**config.mk**
```make
export PLATFORM = sky130hd
export DESIGN_NAME = alu_gatelevel
export DESIGN_NICKNAME = d
export VERILOG_FILES = /design/src/rtl/alu_pkg.sv /design/src/rtl/full_adder.sv /design/src/rtl/alu_gatelevel.sv
export SDC_FILE = /design/constraint.sdc
export NUM_CORES = 1
export LEC_CHECK = 0
export BUFFER_PORTS_ARGS = -buffer_cell sky130_fd_sc_hd__buf_2
export CAP_MARGIN = 20
export CORE_ASPECT_RATIO = 0.7
export CORE_MARGIN = 2
export CORE_UTILIZATION = 45
export CTS_BUF_LIST = sky130_fd_sc_hd__clkbuf_4
export DETAILED_ROUTE_END_ITERATION = 8
export GPL_ROUTABILITY_DRIVEN = 1
export PLACE_DENSITY = 0.69
export RECOVER_POWER = 25
export SYNTH_ARGS = -nofsm -noshare
export SYNTH_HDL_FRONTEND = slang
export SYNTH_HIERARCHICAL = 1
export SYNTH_SLANG_ARGS = --single-unit
```
**constraint.sdc**
```tcl
create_clock -name i_clk -period 11.2 [get_ports i_clk]
set_clock_uncertainty 0.1 [all_clocks]
set_input_delay 0.56 -clock i_clk [delete_from_list [all_inputs] [get_ports i_clk]]
set_output_delay 0.56 -clock i_clk [all_outputs]
set_load 0.01 [all_outputs]
```
**src/rtl/alu_pkg.sv**
```systemverilog
`default_nettype none
// ============================================================================
// Module      : alu_pkg
// Description : Shared constants for the gate-level ALU. Holds the opcode
//               encodings, the operand and result widths, and the value the
//               ALU produces for reserved opcodes.
// Ports       : none (package)
// Revision    : 1.0 - initial release
// ============================================================================
package alu_pkg;

   localparam int OP_W  = 4;
   localparam int RES_W = 2 * OP_W;

   localparam logic [2:0] OP_ADD = 3'd0;
   localparam logic [2:0] OP_SUB = 3'd1;
   localparam logic [2:0] OP_MUL = 3'd2;
   localparam logic [2:0] OP_AND = 3'd3;
   localparam logic [2:0] OP_OR  = 3'd4;

   // Opcodes 5..7 produce this value.
   localparam logic [RES_W-1:0] RES_RESERVED = '0;

endpackage
`default_nettype wire

```
**src/rtl/full_adder.sv**
```systemverilog
`default_nettype none
// ============================================================================
// Module      : full_adder
// Description : One-bit full adder built from gate primitives. Used for the
//               ripple adder/subtractor and the multiplier partial-product
//               rows.
// Ports       : a, b, cin - addend bits and carry in
//               s, cout   - sum bit and carry out
// Revision    : 1.0 - initial release
// ============================================================================
module full_adder (
   input  wire logic a,
   input  wire logic b,
   input  wire logic cin,
   output logic      s,
   output logic      cout
);

   logic w_axb;
   logic w_ab;
   logic w_cx;

   xor u_x0 (w_axb, a, b);
   xor u_x1 (s, w_axb, cin);
   and u_a0 (w_ab, a, b);
   and u_a1 (w_cx, cin, w_axb);
   or  u_o0 (cout, w_ab, w_cx);

endmodule
`default_nettype wire

```
**src/rtl/alu_gatelevel.sv**
```systemverilog
`default_nettype none
// ============================================================================
// Module      : alu_gatelevel
// Description : Gate-level unsigned ALU (ADD, SUB, MUL, AND, OR) with a
//               single registered output stage, one-cycle latency and no
//               handshake. Only the output register is behavioral.
// Ports       : i_clk  - clock, rising edge
//               i_rst  - synchronous active-high reset, clears o_dat
//               i_op1  - operand A (unsigned, OP_W bits)
//               i_op2  - operand B (unsigned, OP_W bits)
//               i_ctrl - operation select (0 ADD,1 SUB,2 MUL,3 AND,4 OR)
//               o_dat  - registered result (RES_W bits)
// Revision    : 1.0 - initial release
// ============================================================================
module alu_gatelevel #(
   parameter int OP_W  = alu_pkg::OP_W,
   parameter int RES_W = alu_pkg::RES_W
) (
   input  wire logic             i_clk,
   input  wire logic             i_rst,
   input  wire logic [OP_W-1:0]  i_op1,
   input  wire logic [OP_W-1:0]  i_op2,
   input  wire logic [2:0]       i_ctrl,
   output logic      [RES_W-1:0] o_dat
);

   import alu_pkg::*;

   localparam int                 c_NUM_OPS  = 5;
   // Index o of this vector holds the opcode for select line w_sel[o].
   localparam logic [3*c_NUM_OPS-1:0] c_OP_CODES = {OP_OR, OP_AND, OP_MUL, OP_SUB, OP_ADD};
   localparam logic [RES_W-1:0]   c_RES_RSVD = RES_W'(RES_RESERVED);

   // ------------------------------------------------------------------------
   // Opcode decode: each select is high when every ctrl bit matches its code
   // ------------------------------------------------------------------------
   logic [c_NUM_OPS-1:0]      w_sel;
   logic [c_NUM_OPS-1:0]      w_any_diff;
   logic [c_NUM_OPS-1:0][2:0] w_diff;
   logic                      w_any_sel;
   logic                      w_sel_rsvd;
   logic                      w_sel_addsub;

   for (genvar o = 0; o < c_NUM_OPS; o++) begin : g_dec
      for (genvar b = 0; b < 3; b++) begin : g_bit
         xor u_x (w_diff[o][b], i_ctrl[b], c_OP_CODES[3*o+b]);
      end
      or  u_o (w_any_diff[o], w_diff[o][0], w_diff[o][1], w_diff[o][2]);
      not u_n (w_sel[o], w_any_diff[o]);
   end

   or  u_any  (w_any_sel, w_sel[0], w_sel[1], w_sel[2], w_sel[3], w_sel[4]);
   not u_rsvd (w_sel_rsvd, w_any_sel);
   or  u_as   (w_sel_addsub, w_sel[0], w_sel[1]);

   // ------------------------------------------------------------------------
   // Ripple adder/subtractor: SUB computes A + ~B + 1 by inverting B and
   // injecting the SUB select as carry in.
   // ------------------------------------------------------------------------
   logic [RES_W-1:0] w_a_ext;
   logic [RES_W-1:0] w_b_ext;
   logic [RES_W-1:0] w_b_inv;
   logic [RES_W-1:0] w_sum;
   logic [RES_W:0]   w_carry;
   logic             w_unused_cout;

   assign w_a_ext    = {{(RES_W-OP_W){1'b0}}, i_op1};
   assign w_b_ext    = {{(RES_W-OP_W){1'b0}}, i_op2};
   assign w_carry[0] = w_sel[1];

   for (genvar k = 0; k < RES_W; k++) begin : g_addsub
      xor u_binv (w_b_inv[k], w_b_ext[k], w_sel[1]);
      full_adder u_fa (
         .a    (w_a_ext[k]),
         .b    (w_b_inv[k]),
         .cin  (w_carry[k]),
         .s    (w_sum[k]),
         .cout (w_carry[k+1])
      );
   end

   // Results wrap modulo 2^RES_W, so the final carry is dropped.
   assign w_unused_cout = w_carry[RES_W];

   // ------------------------------------------------------------------------
   // Array multiplier. Row i adds partial product row i to the upper bits of
   // row i-1 (with its carry as the new MSB); bit 0 of each row is final.
   // ------------------------------------------------------------------------
   logic [OP_W-1:0][OP_W-1:0] w_pp;
   logic [OP_W-1:0][OP_W-1:0] w_row_s;
   logic [OP_W-1:0]           w_row_c;
   logic [RES_W-1:0]          w_prod;

   for (genvar i = 0; i < OP_W; i++) begin : g_pp
      for (genvar j = 0; j < OP_W; j++) begin : g_col
         and u_pp (w_pp[i][j], i_op1[j], i_op2[i]);
      end
   end

   assign w_row_s[0] = w_pp[0];
   assign w_row_c[0] = 1'b0;

   for (genvar i = 1; i < OP_W; i++) begin : g_row
      logic [OP_W-1:0] w_x;
      logic [OP_W:0]   w_rc;

      assign w_rc[0] = 1'b0;
      for (genvar j = 0; j < OP_W; j++) begin : g_col
         if (j < OP_W - 1) begin : g_mid
            assign w_x[j] = w_row_s[i-1][j+1];
         end else begin : g_top
            assign w_x[j] = w_row_c[i-1];
         end
         full_adder u_fa (
            .a    (w_x[j]),
            .b    (w_pp[i][j]),
            .cin  (w_rc[j]),
            .s    (w_row_s[i][j]),
            .cout (w_rc[j+1])
         );
      end
      assign w_row_c[i] = w_rc[OP_W];
   end

   for (genvar i = 0; i < OP_W; i++) begin : g_prod_lo
      assign w_prod[i] = w_row_s[i][0];
   end
   assign w_prod[RES_W-1:OP_W] = {w_row_c[OP_W-1], w_row_s[OP_W-1][OP_W-1:1]};

   // ------------------------------------------------------------------------
   // Bitwise logic, zero-extended to the result width
   // ------------------------------------------------------------------------
   logic [RES_W-1:0] w_andv;
   logic [RES_W-1:0] w_orv;

   for (genvar k = 0; k < OP_W; k++) begin : g_logic
      and u_and (w_andv[k], i_op1[k], i_op2[k]);
      or  u_or  (w_orv[k],  i_op1[k], i_op2[k]);
   end
   assign w_andv[RES_W-1:OP_W] = '0;
   assign w_orv[RES_W-1:OP_W]  = '0;

   // ------------------------------------------------------------------------
   // One-hot AND-OR result mux
   // ------------------------------------------------------------------------
   logic [RES_W-1:0]      w_res;
   logic [RES_W-1:0][4:0] w_term;

   for (genvar k = 0; k < RES_W; k++) begin : g_mux
      and u_t0 (w_term[k][0], w_sel_addsub, w_sum[k]);
      and u_t1 (w_term[k][1], w_sel[2],     w_prod[k]);
      and u_t2 (w_term[k][2], w_sel[3],     w_andv[k]);
      and u_t3 (w_term[k][3], w_sel[4],     w_orv[k]);
      and u_t4 (w_term[k][4], w_sel_rsvd,   c_RES_RSVD[k]);
      or  u_o  (w_res[k], w_term[k][0], w_term[k][1], w_term[k][2],
                w_term[k][3], w_term[k][4]);
   end

   // ------------------------------------------------------------------------
   // Output register
   // ------------------------------------------------------------------------
   logic [RES_W-1:0] dat_d;
   logic [RES_W-1:0] dat_q;

   always_comb begin
      dat_d = w_res;
   end

   always_ff @(posedge i_clk) begin
      if (i_rst) begin
         dat_q <= '0;
      end else begin
         dat_q <= dat_d;
      end
   end

   assign o_dat = dat_q;

endmodule
`default_nettype wire

```
==> impl_metrics.yaml <==
clocking:
  clockBufferDepth: 2
  path_clk_slew_ns: 0.05
  cts-root-buf: "clkbuf_4"
  cts_buffers: 3
  cts_tree: "yes"
  post-cts-setup-buffer-count: 0
  cts_hold_buf: 0
  cts_num_sinks: 8
  cts-htree-levels: 1
  ctsResizeCount: 0
synthesis:
  synth_area_leaders: "fa_1 45%, dfxtp_1 18%, and2_1 9.0%"
  synth_edf_count: 0
  synthAdderAreaFrac_pct: 44.5
  synthSimpleGateAreaFrac_pct: 20.0
  synth_largest_area_cell: "fa_1"
  synthCells: 83
  synth_cell_types: 20
  synth.most_common_cell: "fa_1"
  synth_seq_cells: 8
  synth_area_um2: 900
  async_reset_ff_share_pct: 0
  yosys_most_used_dff: "dfxtp_1"
  avgSynthCellArea_um2: 10.8
  synth_top_family_by_area: "adder cells"
  synth_xor_area_share_pct: 3.89
  ys_warn_count: 6
  synth.top_cell.area_share_pct: 44.5
  synthMuxAreaShare_pct: 0
  synth-compound-area-share_pct: 11.1
  yosysSeqAreaShare_pct: 17.8
  synth_common_cells: "20 x fa_1, 13 x and2_1, 8 x dfxtp_1, 8 x nor2_1, 7 x a22oi_1"
timing:
  finalMaxSlewViolations: 0
  finalSetupViolCount: 0
  worstMarginPinSlew_ns: 0.538
  post-route-period-util_pct: 45.5
  finalHoldViolations: 0
  slew_headroom_pct: 64.2
  fin_tns_setup_ns: 0
  rsz0062_at_grt: "no"
  fin_crit_ns: 5.10
  fmax_ghz: 0.196
die:
  ios: 21
  initial_utilization_pct: 48.1
  core_um2: 1870
  die_x_um: 57.4
  die_area_um2: 2380
  die_y_um: 41.4
  rows: 13
detailed_routing:
  wl_per_cell_um: 12.3
  drt_iter0_drc: 26
  via_count: 666
  drtAntennaViolNets: 0
  avgViaCountPerCell: 5.01
  drc: 0
  first_pass_iters: 4
  totalWireLength_um: 1640
cells_and_area:
  fin_util_pct: 56.8
  fin_nets: 146
  syn_to_final_growth_pct: 18.1
  fin_cells: 133
  drive_gt1_share_pct: 18.9
  antenna_cells: 0
  largest_reg_flops: 8
  finalInstanceArea_um2: 1060
place:
  portBuffers: 20
  dpl_cell_area_um2: 1040
  dp.cells: 130
  gp_congestion: 0.743
  hpwl_um: 1420
power_and_ir_drop:
  power_density_nw_per_um2: 92.4
  p_leak_nw: 0.485
  vdd_drop_max_mv: 0.0782
worst_setup_path:
  critical_path_class: "in -> reg"
  startpoint: "i_ctrl[2]"
  cp.arrival_ns: 5.13
  cp-endpoint: "o_dat[7]"
  cp-end-kind: "flop"
  critPathMaxFanout: 9
  timing.critical_path.required_ns: 11.24
  critPathLaunchType: "input port"
flow_run:
  max_cap_viol_count: 0
worst_hold_path:
  hold_path.class: "in -> reg"
global_routing:
  grt_max_degree: 10
  track_usage_pct: 16.3
  globalRoute.totalOverflow: 0
  antenna_found_initial: 0
  grt_pass1_vias: 688
  grt_pass1_wl_um: 3060
run_status:
  status: "finished, final reports clean"
## worst min path at each step
stage                          from        to  slack, ns  cells past startpoint
after CTS                     i_rst  o_dat[0]       0.47                      2
final                         i_rst  o_dat[0]       0.48                      2
after floorplan           i_ctrl[1]  o_dat[0]       0.64                      2
after global routing          i_rst  o_dat[2]       0.50                      2
after detailed placement      i_rst  o_dat[0]       0.74                      2
after global placement        i_rst  o_dat[1]       0.74                      2
## logic make-up after synthesis
group | count (synthesis)
AOI/OAI and AO/OA | 14
xor gates and xnor gates | 4
adders and majority gates | 20
buffers and inverters | 5
DFF | 8
other | 1
and+or+nand+nor | 31
## cells in the final DEF, fill, tap and decap left out
| cell | netlist | routed |
|---|---|---|
| a21oi_1 | 3 | 3 |
| a22oi_1 | 7 | 7 |
| a31oi_1 | 1 | 1 |
| and2_1 | 13 | 13 |
| buf_2 | 1 | 16 |
| clkbuf_1 | 0 | 4 |
| clkbuf_4 | 0 | 3 |
| conb_1 | 1 | 8 |
| dfxtp_1 | 8 | 8 |
| fa_1 | 20 | 20 |
| inv_1 | 3 | 3 |
| nand2_1 | 4 | 4 |
| nand3b_1 | 1 | 1 |
| nand4b_1 | 1 | 1 |
| nor2_1 | 8 | 8 |
| nor2_2 | 1 | 1 |
| nor3b_2 | 1 | 1 |
| o22a_1 | 3 | 3 |
| or3b_1 | 1 | 1 |
| or4b_1 | 1 | 1 |
| xor2_1 | 4 | 4 |
## critical path: stages
cell     delay, ns
buf_2         0.13
nor2_2        0.30
and2_1        0.53
xor2_1        0.16
fa_1          0.44
fa_1          0.39
fa_1          0.39
fa_1          0.39
fa_1          0.39
fa_1          0.39
fa_1          0.39
fa_1          0.43
a22oi_1       0.19
nor2_1        0.05
## metrics by stage
| stage | total power [mW] | hold slack, ns | setup WS, ns |
|---|---|---|---|
| after detailed placement | 0.0787 | 0.739 | 5.84 |
| after CTS | 0.101 | 0.468 | 6.10 |
| after global placement | 0.0778 | 0.736 | 5.96 |
| final | 0.0981 | 0.476 | 6.10 |
| after floorplan | 0.0643 | 0.638 | 6.36 |
| after global routing | 0.108 | 0.499 | 5.84 |
## metal layers
| layer | vias to the layer above | share of wire [%] | GRT usage (%) |
|---|---|---|---|
| met5 | - | 0 | 0 |
| met2 | 16 | 47 | 26.4 |
| met3 | 0 | 5.4 | 4.98 |
| met1 | 321 | 47 | 22.6 |
| met4 | 0 | 0 | 1.40 |
| li1 | 329 | - | - |
## cell type report
class / count / area (µm²)
multi-input cells: 77 / 746
repair buffers: 20 / 95.1
flip-flops and latches: 8 / 160
inverters: 3 / 11.3
fillers: 181 / 808
well taps: 22 / 27.5
clock buffers: 3 / 22.5
## power breakdown
group / total [mW] / switching, mW / leakage, nW / internal [mW]
Combinational: 0.0455 / 0.0246 / 0.405 / 0.0208
Sequential: 0.0315 / 0.000534 / 0.0656 / 0.0309
Clock: 0.0212 / 0.00899 / 0.0138 / 0.0122
Total: 0.0981 / 0.0342 / 0.485 / 0.0639
(Power assumes the default switching activity.)
